[src/rtl/modulation_generator.sv]
// modulation_generator: LFSR-keyed ASK/BPSK waveforms from a DDS carrier, stepped by a bit-rate divider.
// Defining MODGEN_FSK_EN adds the registered FSK output keyed between carrier_a and carrier_b.
module modulation_generator #(
  parameter int         BAUD_DIV = 50_000_000,
  parameter logic [4:0] SEED     = 5'b00001
) (
  input  logic        clk,
  input  logic        reset_n,
  input  logic        enable,
  input  logic        seed_load,
  input  logic [4:0]  seed_val,
  input  logic [11:0] carrier_a,
  input  logic [11:0] carrier_b,
  output logic        lfsr_mod,
  output logic [4:0]  lfsr_state,
  output logic        bit_strobe,
  output logic [11:0] ask_mod,
  output logic [11:0] bpsk_mod,
  output logic [11:0] fsk_mod
);
  localparam logic [25:0] LAST = 26'(BAUD_DIV - 1);
  logic [25:0] cnt;
  logic        wrap;
  logic [11:0] neg_a;
  assign wrap       = enable && cnt == LAST;
  assign bit_strobe = reset_n && wrap;
  assign lfsr_mod   = lfsr_state[0];
  // -2048 has no positive twin in 12 bits, so clamp it to +2047
  assign neg_a      = carrier_a == 12'h800 ? 12'h7FF : 12'(-carrier_a);
  always_ff @(posedge clk or negedge reset_n) begin
    if (!reset_n) begin
      cnt        <= '0;
      lfsr_state <= SEED;
    end else begin
      cnt <= (seed_load || wrap) ? '0 : enable ? cnt + 26'd1 : cnt;
      if (seed_load)
        lfsr_state <= seed_val == 5'd0 ? 5'b00001 : seed_val;
      else if (lfsr_state == 5'd0)
        lfsr_state <= SEED;
      else if (wrap)
        lfsr_state <= {lfsr_state[0] ^ lfsr_state[2], lfsr_state[4:1]};
    end
  end
  always_ff @(posedge clk or negedge reset_n) begin
    if (!reset_n) begin
      ask_mod  <= '0;
      bpsk_mod <= '0;
    end else begin
      ask_mod  <= lfsr_mod ? carrier_a : 12'h000;
      bpsk_mod <= lfsr_mod ? carrier_a : neg_a;
    end
  end
`ifdef MODGEN_FSK_EN
  always_ff @(posedge clk or negedge reset_n) begin
    if (!reset_n) fsk_mod <= '0;
    else          fsk_mod <= lfsr_mod ? carrier_a : carrier_b;
  end
`else
  logic unused_b;
  assign unused_b = ^carrier_b;
  assign fsk_mod  = 12'h000;
`endif
endmodule

[config.mk]
export PLATFORM = sky130hd
export DESIGN_NAME = modulation_generator
export DESIGN_NICKNAME = d
export VERILOG_FILES = /design/src/rtl/modulation_generator.sv
export SDC_FILE = /design/constraint.sdc
export NUM_CORES = 1
export LEC_CHECK = 0
export CORE_MARGIN = 1
export CORE_UTILIZATION = 47
export CTS_BUF_LIST = sky130_fd_sc_hd__clkbuf_4 sky130_fd_sc_hd__clkbuf_8 sky130_fd_sc_hd__clkbuf_16
export DETAILED_ROUTE_END_ITERATION = 12
export PLACE_DENSITY = 0.8
export SLEW_MARGIN = 0
export SYNTH_ARGS = -nofsm -noshare
export SYNTH_HDL_FRONTEND = slang
export SYNTH_SLANG_ARGS = --single-unit
[constraint.sdc]
create_clock -name clk -period 4.54 [get_ports clk]
set_clock_uncertainty 0.15 [all_clocks]
set_input_delay 0.681 -clock clk [delete_from_list [all_inputs] [get_ports clk]]
set_output_delay 0.681 -clock clk [all_outputs]
set_load 0.01 [all_outputs]
==> run metrics, run 1 <==
status finished, final reports clean; io pins 76; Logic pwr share 15.6%; Final TNS setup 0 ps; ys async rst share 100%; row cnt 28; port bufs 51; final count of pins violating max slew 0; antenna viol nets, final 0; drt first pass iters 4; core area 5920 um2; Routed WL 6.34 mm; fin crit share 78.1%; Max Cap Violations 0; Worst slew margin 55.2%; Skew-Pair Late Insertion Delay 310 ps; routed vias/inst 5.69; CP dominant cell by count clkdlybuf4s50_1; Pwr per Cell Area 297 nW/um2; Leak 1.41 nW; Design Power 1.03 mW; fin crit period 3540 ps; Worst Max-Slew Pin Slew 670 ps; Max Root-Sink Buffers 2; Post-synth EDFFs 0; critical path fanouts, max 7; Main synth FF type dfrtp_1; internal power 779 uW; HPWL Detailed 4.51 mm; Nets 372; RSZ-0062 raised after global routing no; WL/cell 15.3 um; Seq/Total Area, Yosys 48.0%; via count 2352; critical path class in -> out; Reg clk slew, reported paths 100 ps; reg-to-reg slack, setup 2210 ps; Root Buffer clkbuf_8; share of cells above drive strength 1 5.92%; die area 6420 um2; warnings from Yosys 0; largest net degree at the start of global routing 56; diode count 0; CP Cell Sequence clkdlybuf4s50_1, and4_2, nand4_1, nor3_1, clkdlybuf4s50_1; Critical Path AT 2710 ps; Remaining DRCs 0; Distinct cells, synth 46; vias in the first global route 2275; first-pass GRT wire length 10.8 mm; GR Util All Layers 21.7%; post-synth top area share 47.1%; f_max 0.282 GHz; Mapped Area 2870 um2; Final Hold Fails 0; number of setup violations in the final report 0; Post-CTS Setup Inserts 0; CP endpoint kind primary output; clock tree sinks 55; switching power share of the total 24.3%; CTS tree built; CP max stage delay 670 ps; grt total ovfl 0; slowest CP cell clkdlybuf4s50_1; GPL Wtd Cong 0.876; Max VDD drop 0.216 mV; initial core utilization 48.5%; #FFs+latches synth 55; net switching power 250 uW; kind of start point of the critical path input pin; Clock power frac 32.5%; TritonCTS buffer count 5; Layout area overhead 20.8%; Flop pwr share 52.0%; Worst Path Required 3710 ps; commonest non-fill, non-tap cell in the layout dfrtp_1; Die H 80.1 um; Syn Area/Cell 9.83 um2; number of gates resized after CTS 0; Hold Buf Count CTS 0; synth top area cells dfrtp_1, a21oi_1, buf_4; Initial DRC Count 196; DIE WIDTH 80.1 um; H-tree levels 2; most frequent cells in the layout dfrtp_1, clkdlybuf4s50_1, a21oi_1; cells after synthesis 292; leading area contributor after synthesis dfrtp_1; antenna violations before repair 0; Hold Path Class in -> async
[per-stage QoR]
| step | utilization (%) | setup slack, ps | area (um2) | cells | hold slack [ps] |
|---|---|---|---|---|---|
| after floorplan | - | 2070 | 2910 | 303 | 235 |
| after global placement | 56.6 | 1040 | 3350 | 405 | 379 |
| after detailed placement | 56.6 | 1010 | 3350 | 405 | 397 |
| after CTS | 58.5 | 1010 | 3470 | 413 | 410 |
| after global routing | 58.5 | 825 | 3470 | 413 | 439 |
| final | 58.5 | 995 | 3470 | 413 | 405 |
[critical path: cells and delay by family]
family                 cells  cell delay (ps)
buffers and inverters      2             1230
and+or+nand+nor            3              800
[kinds of logic (layout without fill, tap and decap cells)]
logic type               after synthesis  count (layout)  synth area share (%)
AO/OA/AOI/OAI                         59              59                  12.6
XOR/XNOR                              15              15                  4.58
adder cells (fa/ha/maj)                2               2                 0.872
buffers and inverters                 34              69                  7.20
flip-flops                            55              55                  48.0
multiplexers                           4               4                  1.40
other                                  1              12                 0.131
AND/OR/NAND/NOR                      122             122                  25.2
[synthesized netlist by cell type (3+ instances only)]
master / number
xnor2_1: 6
mux2i_1: 4
or4_1: 10
dfrtp_1: 54
nand4_1: 13
or3_1: 5
xor2_1: 9
buf_6: 3
buf_2: 3
o21ai_0: 11
nor2b_1: 7
and2_1: 9
nand3_1: 10
buf_4: 14
and4_1: 4
and3_1: 5
nand2_1: 16
nor4_1: 5
a31oi_1: 7
nor3_1: 6
nor2_1: 19
nor3b_1: 4
a21oi_1: 21
o31ai_1: 9
clkbuf_1: 6
inv_1: 7
[power by group through the flow]
stage                     Combinational, mW  Sequential [mW]  Clock [mW]
final                                 0.160            0.535       0.334
after detailed placement              0.161            0.544           0
after global routing                  0.175            0.538       0.361
after floorplan                      0.0645            0.552           0
after global placement                0.158            0.543           0
after CTS                             0.162            0.535       0.344
[final timing paths]
check | start | end | cells past startpoint
hold reg to reg | cnt[25]$_DFFE_PN0P_ | cnt[25]$_DFFE_PN0P_ | 2
max in group asynchronous | reset_n | lfsr_state[4]$_DFFE_PN0P_ | 2
setup / recovery | enable | bit_strobe | 5
hold / removal | reset_n | cnt[15]$_DFFE_PN0P_ | 2
setup reg to reg | cnt[0]$_DFFE_PN0P_ | cnt[22]$_DFFE_PN0P_ | 4
min in group clk | cnt[25]$_DFFE_PN0P_ | cnt[25]$_DFFE_PN0P_ | 2
[layout make-up]
class                           count  area [um2]
Multi-Input combinational cell    214        1330
Inverter                            8        30.0
Clock buffer                        6        82.6
Sequential cell                    55        1380
Timing Repair Buffer               53         520
Fill cell                         515        2450
Clock inverter                      2        35.0
Tap cell                           75        93.8
[flip-flops by register name, summed over array words and instances, names as in the netlist]
name        cells
cnt            26
bpsk_mod       12
ask_mod        12
lfsr_state      5
[per-layer routing]
metal | global-route usage, % | wire length (um) | vias to the layer above
met5 | 0 | 0 | -
met4 | 7.14 | 63 | 0
met3 | 5.91 | 434 | 7
met2 | 35.6 | 3170 | 84
met1 | 27.7 | 2670 | 1136
li1 | - | - | 1125
Note: power is estimated with default switching activity, not from simulation.
==> run 2: changes to the inputs <==
--- a/config.mk
+++ b/config.mk
@@ -6,10 +6,10 @@
 export NUM_CORES = 1
 export LEC_CHECK = 0
 export CORE_MARGIN = 1
-export CORE_UTILIZATION = 47
+export CORE_UTILIZATION = 44
 export CTS_BUF_LIST = sky130_fd_sc_hd__clkbuf_4 sky130_fd_sc_hd__clkbuf_8 sky130_fd_sc_hd__clkbuf_16
 export DETAILED_ROUTE_END_ITERATION = 12
-export PLACE_DENSITY = 0.8
+export PLACE_DENSITY = 0.78
 export SLEW_MARGIN = 0
 export SYNTH_ARGS = -nofsm -noshare
 export SYNTH_HDL_FRONTEND = slang
==> constraint.sdc (replaced) <==
create_clock -name clk -period 3.02 [get_ports clk]
set_clock_uncertainty 0.15 [all_clocks]
set_input_delay 0.453 -clock clk [delete_from_list [all_inputs] [get_ports clk]]
set_output_delay 0.453 -clock clk [all_outputs]
set_load 0.01 [all_outputs]
==> run 2 against run 1 <==
Net effect: critical path depth did not move; power rose by 43%; combinational power rose by 50%; hold slack got worse by 270 ps; via count fell by 0.60%; flip-flop and latch count did not move; critical endpoint unchanged.
==> run metrics, run 2 (synthesis gave the netlist of run 1 again) <==
H-tree levels 2 (unchanged); row cnt 29 (+3.6%); Worst Max-Slew Pin Slew 673 ps (+2.87 ps); register with the most flip-flops cnt; CTS tree built; Hold Buf Count CTS 0 (unchanged); number of setup violations in the final report 0 (unchanged); io pins 76 (unchanged); clock tree sinks 55 (unchanged); kind of start point of the critical path input pin; Max VDD drop 0.267 mV (+24%); Max Cap Violations 0 (unchanged); antenna violations before repair 0 (unchanged); Pwr per Cell Area 420 nW/um2 (+42%); met2 usage 32.0% (-3.6 points); Root Buffer clkbuf_8; TritonCTS buffer count 5 (unchanged); Reg clk slew, reported paths 100 ps (about the same); critical path fanouts, max 6 (-1); Hold Path Class in -> async; Critical Path AT 2160 ps (-550 ps); HPWL Detailed 4.41 mm (-2.2%); fin crit share 91.4%; fin area 3510 um2 (+1.3%); global routing usage on met1 24.5% (-3.1 points); port bufs 51 (unchanged); Layout area overhead 22.3%; most frequent cells in the layout dfrtp_1, clkdlybuf4s50_1, a21oi_1; commonest non-fill, non-tap cell in the layout dfrtp_1; crit path from enable; Skew-Pair Late Insertion Delay 300 ps (about the same); Worst Path Required 2420 ps (-1290 ps); first-pass GRT wire length 10.3 mm (-4.2%); Final Non-Filler Cells 423 (+2.4%); fin crit period 2760 ps; drt first pass iters 4 (unchanged); via count 2338 (-0.60%); RSZ-0062 raised after global routing no; Final Hold Fails 0 (unchanged); largest net degree at the start of global routing 56 (unchanged); share of cells above drive strength 1 8.09% (+2.2 points); Place WS 244 ps (-767 ps); critical path class in -> out; final count of pins violating max slew 0 (unchanged); Post-CTS Setup Inserts 0 (unchanged); max FFs per register 26 (unchanged); Final TNS setup 0 ps (unchanged); CP endpoint kind primary output; DIE WIDTH 82.8 um (+3.3%); Filler Cell Count 568 (+10%); f_max 0.362 GHz; Routed WL 6.16 mm (-2.9%); diode count 0 (unchanged); GPL Wtd Cong 0.835 (-4.7%); Design Power 1.48 mW (+43%); grt total ovfl 0 (unchanged); area post-placement 3410 um2 (+1.9%); GR Util All Layers 19.8% (-1.9 points); Final WS setup 259 ps (-737 ps); antenna viol nets, final 0 (unchanged); initial core utilization 45.4% (-3.0 points); reg2reg start cnt[10]$_DFFE_PN0P_; met3 Use GR 7.14% (+1.2 points); status finished, final reports clean; vias in the first global route 2220 (-2.4%); Die H 82.8 um (+3.3%); die area 6850 um2 (+6.6%); Worst slew margin 55.1% (-0.095 points); hold slack 135 ps (-270 ps); Max Root-Sink Buffers 2 (unchanged); GRT Max-Usage Layer met2; DP Cell Count 415 (+2.5%); routed vias/inst 5.53 (-2.9%); WL/cell 14.6 um (-5.2%); post-layout util 55.6% (-2.9 points); number of gates resized after CTS 0 (unchanged); Remaining DRCs 0 (unchanged); largest registers cnt: 26 flops, ask_mod: 12 flops, bpsk_mod: 12 flops; Leak 1.44 nW (+1.8%); Nets 380 (+2.2%); Initial DRC Count 166 (-15%); core area 6310 um2 (+6.6%)
run 2: changes by cell type in the layout (fill, tap and decap cells not counted):
cell and change:
buf_4 +8, clkinv_4 +1, clkinvlp_4 +1, bufinv_16 -1, clkinv_2 -1
run 2: area by class of cell:
cell class	count	area, um2	area share (%)
multi-input combinational	214	1330	37.8
inverter	8	30.0	0.856
timing repair buffer	61	581	16.5
sequential	55	1380	39.3
clock buffer	6	82.6	2.35
tap	77	96.3	2.75
clock inverter	2	16.3	0.463
run 2: final timing paths:
kind	end	slack (ps)	depth (start not counted)
min in group clk	cnt[25]$_DFFE_PN0P_	430	2
max in group asynchronous	cnt[16]$_DFFE_PN0P_	2130	2
min reg2reg	cnt[25]$_DFFE_PN0P_	430	2
min	cnt[3]$_DFFE_PN0P_	130	2
max	bit_strobe	260	5
max reg2reg	cnt[20]$_DFFE_PN0P_	830	6
run 2: worst max-delay path, cell delays in order:
cell             delay [ps]
clkdlybuf4s50_1         480
and4_2                  250
nand4_1                 210
nor3_1                  200
clkdlybuf4s50_1         560
run 2: routing by layer:
layer	share of wire, %	vias up
met4	1.3	0
met5	0	-
met2	48	71
met3	7.3	7
met1	44	1112
li1	-	1148
run 2: power by group:
part	internal (mW)	total (mW)	switching, mW
Clock	0.188	0.432	0.244
Combinational	0.127	0.240	0.114
Sequential	0.777	0.803	0.0262
==> run 3: changes to the inputs <==
--- a/config.mk
+++ b/config.mk
@@ -5,11 +5,13 @@
 export SDC_FILE = /design/constraint.sdc
 export NUM_CORES = 1
 export LEC_CHECK = 0
+export CAP_MARGIN = 15
 export CORE_MARGIN = 1
 export CORE_UTILIZATION = 44
 export CTS_BUF_LIST = sky130_fd_sc_hd__clkbuf_4 sky130_fd_sc_hd__clkbuf_8 sky130_fd_sc_hd__clkbuf_16
 export DETAILED_ROUTE_END_ITERATION = 12
 export PLACE_DENSITY = 0.78
+export SETUP_SLACK_MARGIN = 0.1
 export SLEW_MARGIN = 0
 export SYNTH_ARGS = -nofsm -noshare
 export SYNTH_HDL_FRONTEND = slang
==> run 3 against run 2 <==
Net effect: non-clock buffer count unchanged; clock power barely moved; register-to-register slack improved by 30 ps; combinational power about the same; wire length shrank 0.18%; cell area is 0.18% higher; hold slack better by 1.1 ps; maximum frequency about the same.
==> run metrics, run 3 (synthesis gave the netlist of run 1 again) <==
RSZ-0062 raised after global routing no; max FFs per register 26 (unchanged); initial core utilization 45.4% (unchanged); Worst Path Required 2420 ps (about the same); Hold Buf Count CTS 0 (unchanged); TritonCTS buffer count 5 (unchanged); antenna viol nets, final 0 (unchanged); drt first pass iters 4 (unchanged); CP Cell Sequence clkdlybuf4s50_1, and4_2, nand4_1, nor3_1, clkdlybuf4s50_1; CTS tree built; Post-CTS Setup Inserts 0 (unchanged); diode count 0 (unchanged); register with the most flip-flops cnt; Skew-Pair Late Insertion Delay 300 ps (about the same); largest registers cnt: 26 flops, ask_mod: 12 flops, bpsk_mod: 12 flops; Max Root-Sink Buffers 2 (unchanged); io pins 76 (unchanged); GPL Wtd Cong 0.835 (unchanged); Pwr per Cell Area 419 nW/um2 (-0.39%); Final Hold Fails 0 (unchanged); f_max 0.362 GHz (about the same); GR Util All Layers 19.8% (unchanged); Remaining DRCs 0 (unchanged); Max VDD drop 0.266 mV (-0.33%); core area 6310 um2 (unchanged); grt total ovfl 0 (unchanged); CP dominant cell by count clkdlybuf4s50_1; Layout area overhead 22.5%; CP delay by family, top buffers and inverters; port bufs 51 (unchanged); largest net degree at the start of global routing 56 (unchanged); row cnt 29 (unchanged); fin crit share 91.4% (about the same); share of cells above drive strength 1 8.38% (+0.29 points); R2R depth 6 (unchanged); final count of pins violating max slew 0 (unchanged); via count 2342 (+0.17%); routed vias/inst 5.54 (+0.17%); Routed WL 6.14 mm (-0.18%); Root Buffer clkbuf_8; Critical Path AT 2160 ps (about the same); Reg clk slew, reported paths 100 ps (about the same); number of gates resized after CTS 0 (unchanged); DIE WIDTH 82.8 um (unchanged); Leak 1.44 nW (+0.17%); CP bufs+invs 2 (unchanged); vias in the first global route 2220 (unchanged); post-layout util 55.7% (+0.099 points); Initial DRC Count 153 (-7.8%); critical path class in -> out; clock tree sinks 55 (unchanged); Worst Max-Slew Pin Slew 669 ps (-4.14 ps); Filler Cell Count 568 (unchanged); Max Cap Violations 0 (unchanged); fin crit period 2760 ps (+0.0510 ps); reg-to-reg slack, setup 860 ps (+30 ps); HPWL Detailed 4.41 mm (unchanged); RR Endpoint cnt[20]$_DFFE_PN0P_; status finished, final reports clean; Die H 82.8 um (unchanged); CP endpoint kind primary output; Nets 380 (unchanged); reg2reg start cnt[16]$_DFFE_PN0P_; H-tree levels 2 (unchanged); kind of start point of the critical path input pin; die area 6850 um2 (unchanged); Hold Path Class in -> async; Final TNS setup 0 ps (unchanged); Worst slew margin 55.4% (+0.28 points); CP max stage delay 560 ps (about the same); commonest non-fill, non-tap cell in the layout dfrtp_1; WL/cell 14.5 um (-0.18%); number of setup violations in the final report 0 (unchanged); antenna violations before repair 0 (unchanged); critical path fanouts, max 6 (unchanged); slowest CP cell clkdlybuf4s50_1; first-pass GRT wire length 10.3 mm (unchanged); most frequent cells in the layout dfrtp_1, clkdlybuf4s50_1, a21oi_1
-- run 3: cell counts in the layout (fill, tap and decap cells not counted) --
Identical to the previous run, type by type.
-- run 3: report_power, final --
part	internal (mW)	total, mW	switching, mW
registers	0.777	0.803	0.0262
clock network	0.188	0.429	0.241
logic	0.127	0.240	0.114
total	1.09	1.47	0.381
-- run 3: how the worst max path moves through the flow --
stage | start | end | slack [ps] | depth (start not counted)
final | enable | bit_strobe | 260 | 5
after global routing | cnt[16]$_DFFE_PN0P_ | bit_strobe | 100 | 4
after CTS | enable | bit_strobe | 240 | 5
after detailed placement | enable | bit_strobe | 240 | 5
after global placement | enable | bit_strobe | 260 | 5
after floorplan | enable | cnt[23]$_DFFE_PN0P_ | 900 | 5
-- run 3: worst reg2reg max path, delay by kind of cell, from the launching register on --
| kind | cells | cell delay [ps] |
|---|---|---|
| compound gates | 2 | 370 |
| simple gates | 2 | 590 |
| flops | 1 | 460 |
| buf+inv | 2 | 510 |
-- run 3: stage by stage --
stage | power, mW | instances | hold slack, ps | worst slack, ps | area [um2]
2_1_floorplan | 0.926 | 303 | 7.41 | 902 | 2910
3_3_place_gp | 1.06 | 415 | 391 | 262 | 3410
3_5_place_dp | 1.06 | 415 | 394 | 244 | 3410
4_1_cts | 1.49 | 423 | 164 | 243 | 3510
5_1_grt | 1.54 | 423 | 201 | 102 | 3520
6_report | 1.47 | 423 | 136 | 259 | 3520
-- run 3: metal layers --
layer / track usage, % / up-vias / wire, um
met5: 0 / - / 0
met4: 6.55 / 0 / 80
li1: - / 1149 / -
met3: 7.14 / 7 / 450
met1: 24.5 / 1119 / 2690
met2: 32.0 / 67 / 2920
-- run 3: area by class of cell --
cell class                 instances  area, um2  share of cell area, %
tap                               77       96.3                   2.74
multi-input combinational        214       1330                   37.9
timing repair buffer              61        581                   16.5
inverter                           8       30.0                  0.854
clock inverter                     2       16.3                  0.463
sequential                        55       1380                   39.2
clock buffer                       6       82.6                   2.35
